<file path="src/rtl/mc_controller_if.sv">
// Control bus between the multicycle controller and its datapath: IR opcode
// and status flags in, mux selects and write strobes out.
interface mc_controller_if #(
    parameter int unsigned OPW = 4
);
    logic [OPW-1:0] opcode;
    logic           zero;
    logic           mem_ready;

    logic           mem_req;
    logic           iord;
    logic           irwrite;
    logic           pcwrite;
    logic           memwrite;
    logic           regwrite;
    logic           regdst;
    logic           memtoreg;
    logic           alusrca;
    logic [1:0]     alusrcb;
    logic [1:0]     pcsrc;
    logic [1:0]     aluop;
    logic           halted;
    logic [3:0]     state;

    modport master (
        input  opcode, zero, mem_ready,
        output mem_req, iord, irwrite, pcwrite, memwrite, regwrite,
               regdst, memtoreg, alusrca, alusrcb, pcsrc, aluop, halted, state
    );

    modport slave (
        output opcode, zero, mem_ready,
        input  mem_req, iord, irwrite, pcwrite, memwrite, regwrite,
               regdst, memtoreg, alusrca, alusrcb, pcsrc, aluop, halted, state
    );
endinterface

</file>
<file path="src/rtl/mc_controller.sv">
// Moore FSM controller for the 16-bit multicycle MIPS-style core with a
// variable-latency memory handshake. Optional counters: MC_CONTROLLER_PERF_EN.
module mc_controller #(
    parameter int unsigned OPW  = 4,
    parameter int unsigned CNTW = 16
) (
    input  logic            clk,
    input  logic            reset,
    mc_controller_if.master bus
`ifdef MC_CONTROLLER_PERF_EN
    ,
    output logic [CNTW-1:0] cycle_count,
    output logic [CNTW-1:0] instr_count
`endif
);

    if (OPW < 4 || CNTW < 1) begin : g_param_check
        $error("mc_controller: OPW must be >= 4 and CNTW >= 1");
    end

    localparam logic [OPW-1:0] OP_RTYPE = OPW'(0);
    localparam logic [OPW-1:0] OP_LW    = OPW'(1);
    localparam logic [OPW-1:0] OP_SW    = OPW'(2);
    localparam logic [OPW-1:0] OP_BEQ   = OPW'(3);
    localparam logic [OPW-1:0] OP_ADDI  = OPW'(4);
    localparam logic [OPW-1:0] OP_J     = OPW'(5);

    typedef enum logic [3:0] {
        FETCH  = 4'd0,
        DECODE = 4'd1,
        MEMADR = 4'd2,
        MEMRD  = 4'd3,
        MEMWB  = 4'd4,
        MEMWR  = 4'd5,
        RTEXEC = 4'd6,
        ALUWB  = 4'd7,
        BRANCH = 4'd8,
        ADDIEX = 4'd9,
        ADDIWB = 4'd10,
        JUMP   = 4'd11,
        HALT   = 4'd12
    } state_t;

    state_t     state_q;
    state_t     state_d;

    logic       mem_req;
    logic       iord;
    logic       irwrite;
    logic       pcwrite;
    logic       memwrite;
    logic       regwrite;
    logic       regdst;
    logic       memtoreg;
    logic       alusrca;
    logic [1:0] alusrcb;
    logic [1:0] pcsrc;
    logic [1:0] aluop;
    logic       halted;

    // State register; reset is synchronous and always lands in FETCH.
    always_ff @(posedge clk) begin
        if (!reset) begin
            state_q <= FETCH;
        end else begin
            state_q <= state_d;
        end
    end

    // Next-state and per-state control decode.
    always_comb begin
        state_d  = state_q;
        mem_req  = 1'b0;
        iord     = 1'b0;
        irwrite  = 1'b0;
        pcwrite  = 1'b0;
        memwrite = 1'b0;
        regwrite = 1'b0;
        regdst   = 1'b0;
        memtoreg = 1'b0;
        alusrca  = 1'b0;
        alusrcb  = 2'b00;
        pcsrc    = 2'b00;
        aluop    = 2'b00;
        halted   = 1'b0;

        case (state_q)
            FETCH: begin
                mem_req = 1'b1;
                alusrcb = 2'b01;
                irwrite = bus.mem_ready;
                pcwrite = bus.mem_ready;
                if (bus.mem_ready) begin
                    state_d = DECODE;
                end
            end
            DECODE: begin
                // Branch target is precomputed here while the opcode is decoded.
                alusrcb = 2'b11;
                case (bus.opcode)
                    OP_RTYPE:     state_d = RTEXEC;
                    OP_LW, OP_SW: state_d = MEMADR;
                    OP_BEQ:       state_d = BRANCH;
                    OP_ADDI:      state_d = ADDIEX;
                    OP_J:         state_d = JUMP;
                    default:      state_d = HALT;
                endcase
            end
            MEMADR: begin
                alusrca = 1'b1;
                alusrcb = 2'b10;
                state_d = (bus.opcode == OP_SW) ? MEMWR : MEMRD;
            end
            MEMRD: begin
                mem_req = 1'b1;
                iord    = 1'b1;
                if (bus.mem_ready) begin
                    state_d = MEMWB;
                end
            end
            MEMWB: begin
                regwrite = 1'b1;
                memtoreg = 1'b1;
                state_d  = FETCH;
            end
            MEMWR: begin
                mem_req  = 1'b1;
                iord     = 1'b1;
                memwrite = 1'b1;
                if (bus.mem_ready) begin
                    state_d = FETCH;
                end
            end
            RTEXEC: begin
                alusrca = 1'b1;
                aluop   = 2'b10;
                state_d = ALUWB;
            end
            ALUWB: begin
                regwrite = 1'b1;
                regdst   = 1'b1;
                state_d  = FETCH;
            end
            BRANCH: begin
                alusrca = 1'b1;
                aluop   = 2'b01;
                pcsrc   = 2'b01;
                pcwrite = bus.zero;
                state_d = FETCH;
            end
            ADDIEX: begin
                alusrca = 1'b1;
                alusrcb = 2'b10;
                state_d = ADDIWB;
            end
            ADDIWB: begin
                regwrite = 1'b1;
                state_d  = FETCH;
            end
            JUMP: begin
                pcsrc   = 2'b10;
                pcwrite = 1'b1;
                state_d = FETCH;
            end
            HALT: begin
                halted  = 1'b1;
                state_d = HALT;
            end
            default: state_d = FETCH;
        endcase

        // No side effects may escape while reset is held.
        if (!reset) begin
            mem_req  = 1'b0;
            irwrite  = 1'b0;
            pcwrite  = 1'b0;
            memwrite = 1'b0;
            regwrite = 1'b0;
        end
    end

    assign bus.mem_req  = mem_req;
    assign bus.iord     = iord;
    assign bus.irwrite  = irwrite;
    assign bus.pcwrite  = pcwrite;
    assign bus.memwrite = memwrite;
    assign bus.regwrite = regwrite;
    assign bus.regdst   = regdst;
    assign bus.memtoreg = memtoreg;
    assign bus.alusrca  = alusrca;
    assign bus.alusrcb  = alusrcb;
    assign bus.pcsrc    = pcsrc;
    assign bus.aluop    = aluop;
    assign bus.halted   = halted;
    assign bus.state    = state_q;

`ifdef MC_CONTROLLER_PERF_EN
    logic instr_done;

    // An instruction retires when a terminal state hands back to FETCH.
    assign instr_done = (state_d == FETCH) &&
                        (state_q inside {MEMWB, MEMWR, ALUWB, BRANCH, ADDIWB, JUMP});

    always_ff @(posedge clk) begin
        if (!reset) begin
            cycle_count <= '0;
            instr_count <= '0;
        end else begin
            if (state_q != HALT) begin
                cycle_count <= cycle_count + CNTW'(1);
            end
            if (instr_done) begin
                instr_count <= instr_count + CNTW'(1);
            end
        end
    end
`endif

endmodule

</file>
<file path="src/flat_wrapper.sv">
// flat-port wrapper written by rule: the top's interface ports become plain ports
module mc_controller_flat 
#(
    parameter int unsigned OPW  = 4,
    parameter int unsigned CNTW = 16
)
  (clk, reset, bus_opcode, bus_zero, bus_mem_ready, bus_mem_req, bus_iord, bus_irwrite, bus_pcwrite, bus_memwrite, bus_regwrite, bus_regdst, bus_memtoreg, bus_alusrca, bus_alusrcb, bus_pcsrc, bus_aluop, bus_halted, bus_state);
  mc_controller_if #(.OPW(OPW)) bus_i ();
  input  logic clk;
  input  logic reset;
  input wire logic [$bits(bus_i.opcode)-1:0] bus_opcode;
  input wire logic [$bits(bus_i.zero)-1:0] bus_zero;
  input wire logic [$bits(bus_i.mem_ready)-1:0] bus_mem_ready;
  output wire logic [$bits(bus_i.mem_req)-1:0] bus_mem_req;
  output wire logic [$bits(bus_i.iord)-1:0] bus_iord;
  output wire logic [$bits(bus_i.irwrite)-1:0] bus_irwrite;
  output wire logic [$bits(bus_i.pcwrite)-1:0] bus_pcwrite;
  output wire logic [$bits(bus_i.memwrite)-1:0] bus_memwrite;
  output wire logic [$bits(bus_i.regwrite)-1:0] bus_regwrite;
  output wire logic [$bits(bus_i.regdst)-1:0] bus_regdst;
  output wire logic [$bits(bus_i.memtoreg)-1:0] bus_memtoreg;
  output wire logic [$bits(bus_i.alusrca)-1:0] bus_alusrca;
  output wire logic [$bits(bus_i.alusrcb)-1:0] bus_alusrcb;
  output wire logic [$bits(bus_i.pcsrc)-1:0] bus_pcsrc;
  output wire logic [$bits(bus_i.aluop)-1:0] bus_aluop;
  output wire logic [$bits(bus_i.halted)-1:0] bus_halted;
  output wire logic [$bits(bus_i.state)-1:0] bus_state;
  assign bus_i.opcode = bus_opcode;
  assign bus_i.zero = bus_zero;
  assign bus_i.mem_ready = bus_mem_ready;
  assign bus_mem_req = bus_i.mem_req;
  assign bus_iord = bus_i.iord;
  assign bus_irwrite = bus_i.irwrite;
  assign bus_pcwrite = bus_i.pcwrite;
  assign bus_memwrite = bus_i.memwrite;
  assign bus_regwrite = bus_i.regwrite;
  assign bus_regdst = bus_i.regdst;
  assign bus_memtoreg = bus_i.memtoreg;
  assign bus_alusrca = bus_i.alusrca;
  assign bus_alusrcb = bus_i.alusrcb;
  assign bus_pcsrc = bus_i.pcsrc;
  assign bus_aluop = bus_i.aluop;
  assign bus_halted = bus_i.halted;
  assign bus_state = bus_i.state;
  mc_controller #(.OPW(OPW), .CNTW(CNTW)) u_core (.clk(clk), .reset(reset), .bus(bus_i));
endmodule
</file>
<file path="config.mk">
export PLATFORM = sky130hd
export DESIGN_NAME = mc_controller_flat
export DESIGN_NICKNAME = d
export VERILOG_FILES = /design/src/rtl/mc_controller_if.sv /design/src/rtl/mc_controller.sv /design/src/flat_wrapper.sv
export SDC_FILE = /design/constraint.sdc
export NUM_CORES = 1
export LEC_CHECK = 0
export CAP_MARGIN = 0
export CORE_AREA = 10 10 53 51
export CTS_BUF_LIST = sky130_fd_sc_hd__clkbuf_16
export CTS_CLUSTER_SIZE = 25
export DETAILED_ROUTE_END_ITERATION = 8
export DIE_AREA = 0 0 63 61
export GPL_TIMING_DRIVEN = 0
export PLACE_DENSITY = 0.83
export SLEW_MARGIN = 20
export SYNTH_ARGS = -nofsm -noshare
export SYNTH_HDL_FRONTEND = slang
export SYNTH_SLANG_ARGS = --single-unit
</file>
<file path="constraint.sdc">
create_clock -name clk -period 1.1 [get_ports clk]
set_input_delay 0.165 -clock clk [delete_from_list [all_inputs] [get_ports clk]]
set_output_delay 0.165 -clock clk [all_outputs]
set_load 0.01 [all_outputs]
</file>
Yosys cells after proc, flatten, opt, wreduce, memory -nomap -nowiden
Index checks and enable logic that the tools add are counted.
Widths: inputs -> output; s select.
{"block": "totals", "inputBits": 8, "regBits": 4, "elab_cells": 54, "output_inout_bits": 20}
{"block": "classes", "eq_ne": 20, "n_reduce_logical": 9, "muxes": 24}
{"operator": "$pmux 4 s8", "n": 1}
{"operator": "$eq 4x3->1 const B", "n": 6}
{"operator": "$eq 4x4->1 const B", "n": 5}
{"operator": "$pmux 4 s5", "n": 1}
{"operator": "$eq 4x2->1 const B", "n": 4}
{"operator": "$mux 1", "n": 14}
{"operator": "$mux 4", "n": 3}
{"operator": "$eq 4x1->1 const B", "n": 2}
{"operator": "$logic_not 4->1", "n": 2}
{"operator": "$pmux 2 s2", "n": 2}
{"operator": "$ne 2x2->1 const B", "n": 3}
{"operator": "$pmux 2 s3", "n": 1}
{"operator": "$reduce_or 2->1", "n": 3}
{"operator": "$reduce_or 3->1", "n": 2}
{"operator": "$reduce_or 4->1", "n": 1}
{"operator": "$mux 3", "n": 1}
{"operator": "$pmux 1 s3", "n": 1}
{"operator": "$reduce_and 3->1", "n": 1}

Logic depth before layout (Yosys ltp)
{"block": "logic_depth", "ltp_word": 4, "ltp_mapped": 6, "depth_no_buf": 4}

Worst setup path after synthesis
No wires, ideal clock.
{"block": "synth_path", "kind": "reg-to-output", "from": "register u_core.state_q[2] (netlist: u_core.bus.state[2])", "to": "output port bus_pcsrc[0]", "arrival_ps": 1234, "required_ps": 935, "stages_incl_launch_ff": 6, "path_slack_ps": -299, "path_cell_list": "dfxtp_1 -> buf_4 -> inv_1 -> nand2_1 -> nor3_1 -> buf_4"}
{"block": "synth_via", "elab_chain_len": 2}
{"element": "start, declared", "line": "mc_controller.sv:44", "rtl": "state_t state_q;"}
{"element": "start signal, assigned", "line": "mc_controller.sv:66", "rtl": "state_q <= state_d;"}
{"element": "$eq 4x4->1", "line": "mc_controller.sv:87", "rtl": "case (state_q)"}
{"element": "$pmux 2 s2 (*)", "line": "mc_controller.sv:87"}
{"element": "end, declared", "line": "flat_wrapper.sv:24", "rtl": "output wire logic [$bits(bus_i.pcsrc)-1:0] bus_pcsrc;"}
Mark *: on every way between the ends. The rest lies on a longest branch, timed or not.

Final worst setup path
{"block": "layout_path", "from": "register u_core.state_q[2] (netlist: u_core.bus.state[2])", "to": "output port bus_pcwrite"}
{"block": "layout_via", "elab_chain_len": 3}
{"element": "$eq 4x4->1 or $logic_not 4->1 (tied branches)", "line": "mc_controller.sv:87"}
{"element": "$pmux 1 s3 (*)", "line": "mc_controller.sv:87"}
{"element": "$mux 1 (*)", "line": "mc_controller.sv:173", "rtl": "if (!reset) begin"}
{"element": "end, declared", "line": "flat_wrapper.sv:17", "rtl": "output wire logic [$bits(bus_i.pcwrite)-1:0] bus_pcwrite;"}
Marks and branches as above.

==> impl_metrics.yaml <==
timing:
  max_slew_margin_pct: 76.9
  min_period_ns: 1.44
  skew_ns: 0.00391
  finalCritPeriodShare_pct: 131
  hold_viol: 0
  fin_setup_tns_ns: -4.60
  setup-violations-final: 20
  maxSlewViolCount: 0
  max_freq_ghz: 0.695
  worst_slew_pin_slew_ns: 0.346
  fin_ws_ns: -0.339
  rsz0062_at_grt: "yes"
status:
  failed_checks: "negative setup slack"
  status: "finished with violations"
setup_path:
  r2r-end: "u_core.bus.state[2]"
  critPathMaxFanout: 6
  slowest_stage: "dfxtp_4"
  critPathKind: "reg2out"
  crit_required_ns: 0.94
  r2r_setup_slack_ns: -0.30
  worstPathCellList: "buf_8, nor4_4, a31o_2, buf_6"
  end_kind: "output port"
  path_buf_inv: 2
  r2r_cells: 5
  cp_slowest_stage_delay_ns: 0.36
  startpoint_type: "flip-flop"
  r2r_start: "u_core.bus.state[1]"
  worstPathArrival_ns: 1.27
  cp_top_family: "flip-flops"
synthesis:
  syn_nets: 89
  synth.distinct_cells: 32
  syn_inst: 81
  ys_ff_latch: 4
  ys_warn_count: 0
  seq_area_frac_synth_pct: 14.6
  netlist_area_um2: 548
  synth.avg_cell_area_um2: 6.77
die:
  die_h_um: 61
  dieArea_um2: 3840
  die_w_um: 63
  ios: 28
  core_um2: 1630
  num_rows: 14
  initial_utilization_pct: 33.6
finish:
  antenna_cells: 0
  syn_to_final_growth_pct: 123
  final_cells: 153
  largest_reg_flops: 4
  drive_gt1_share_pct: 58.9
  nNetsFinal: 138
  nFillCells: 105
placement:
  place.gp.congestion: 0.900
  place_hpwl_um: 1510
  io_buffers: 27
  dp_cells: 132
cts:
  numCtsBuffers: 3
  cts_sinks: 4
  clk_latency_ns: 0.22
  cts.clk_slew.worst_paths_ns: 0.03
  clockRootBuffer: "clkbuf_16"
  cts_buffer_depth: 2
  cts_tree: "yes"
  htreeDepth: 1
grt:
  grt_pass1_wl_um: 3750
  grt_max_degree: 11
  grt_usage_pct: 12.0
  grt_pass1_vias: 742
  antenna_found_initial: 0
  overflow: 0
worst_hold_path:
  hold_class: "in2reg"
  min-delay-start: "reset"
  hold_path_depth: 3
  hold_end: "u_core.bus.state[0]"
job:
  max-cap-violations: 0
routing:
  drt-total-wl_um: 2790
  via_per_inst: 5.54
  wl_per_cell_um: 18.2
  ant_nets: 0
  vias: 847
  drtPass1Iterations: 4
  post-route-drc-count: 0
  dr.first_iter.drc_count: 50
power_and_ir_drop:
  max-vdd-ir-drop_mv: 1.03
  p_leak_uw: 0.000537
  power_density_nw_per_um2: 1080
  p_total_uw: 1310
per-layer routing:
metal	vias to the layer above	routed length (um)	GRT usage, %
li1	390	-	-
met1	383	1140	14.8
met2	66	1370	21.0
met3	8	230	2.95
met4	0	47	2.23
met5	-	0	0
per-stage QoR:
stage	cell area, um2	setup WS [ns]	util [%]	hold slack [ns]
6_report	1220	-0.339	74.9	0.523
3_3_place_gp	905	-0.956	55.5	0.628
4_1_cts	1140	-0.349	70.0	0.475
5_1_grt	1220	-0.398	74.9	0.538
2_1_floorplan	604	-0.0772	-	0.316
3_5_place_dp	905	-0.932	55.5	0.627
timing repair:
item | in CTS | in global routing
hold buffers | 0 | 0
cloned | 1 | 0
setup buffers | 11 | 7
gates resized for setup | 104 | 20
endpoints found under the setup margin | 24 | 22
pin swaps | 7 | 10
layout by cell type (no fill, tap or decap), drive strengths merged, types with 2 or more instances in the layout:
cell type and count:
nor3b 3, nand2 8, a21oi 8, clkbuf 5
o21ai 2, nor3 6, nor4 2, nor2b 3
dlygate4sd2 8, inv 4, o32ai 2, buf 39
dfxtp 4, nand2b 6, nor2 11, xnor2 2
area by class of cell:
| cell class | instances | area (um2) | share of cell area [%] |
|---|---|---|---|
| inverter | 4 | 20.0 | 1.64 |
| clock inverter | 1 | 3.75 | 0.308 |
| timing repair buffer | 46 | 378 | 31.0 |
| multi-input combinational | 66 | 551 | 45.1 |
| buffer | 5 | 67.6 | 5.54 |
| sequential | 4 | 95.1 | 7.79 |
| clock buffer | 3 | 75.1 | 6.15 |
| tap | 24 | 30.0 | 2.46 |
synth_stat cells (all sizes together):
master / count / area (um2)
a211oi: 1 / 7.51
dfxtp: 4 / 80.1
a32oi: 1 / 8.76
a31oi: 1 / 6.26
a21o: 1 / 7.51
a31o: 1 / 8.76
nor2: 11 / 41.3
a311oi: 1 / 8.76
nor3: 6 / 35.0
inv: 4 / 15.0
o22ai: 1 / 6.26
o32ai: 2 / 17.5
o22a: 1 / 8.76
nand3: 1 / 5.00
and3: 1 / 6.26
nor2b: 3 / 18.8
buf: 6 / 43.8
nor3b: 3 / 22.5
nor4: 2 / 33.8
or3: 1 / 6.26
or4b: 1 / 10.0
o21bai: 1 / 7.51
clkbuf: 1 / 7.51
xnor2: 2 / 17.5
a21oi: 8 / 40.0
o21ai: 2 / 10.0
nand2b: 6 / 37.5
nand2: 8 / 30.0
power by group:
part	internal, uW	switching (uW)
Clock	469	106
Combinational	289	265
Sequential	156	29.4
worst min-delay path: stages:
cell	delay, ns
dlygate4sd2_1	0.34
nand2b_4	0.15
a21oi_1	0.04
worst max-delay path by stage:
stage / start / to / slack (ns) / cells past startpoint
3_3_place_gp: reset / bus_pcwrite / -0.96 / 5
4_1_cts: u_core.bus.state[1] / bus_pcwrite / -0.35 / 7
6_report: u_core.bus.state[2] / bus_pcwrite / -0.34 / 4
5_1_grt: u_core.bus.state[2] / bus_regwrite / -0.40 / 6
2_1_floorplan: u_core.bus.state[2] / bus_pcwrite / -0.08 / 3
3_5_place_dp: reset / bus_pcwrite / -0.93 / 5
cell families (layout without fill, tap and decap cells):
logic type,after synthesis,after routing,synth area share [%]
buf+inv,11,59,12.1
xor+xnor,2,2,3.20
flops,4,4,14.6
compound gates,21,21,25.1
simple gates,43,43,45.0
(Power assumes the default switching activity.)
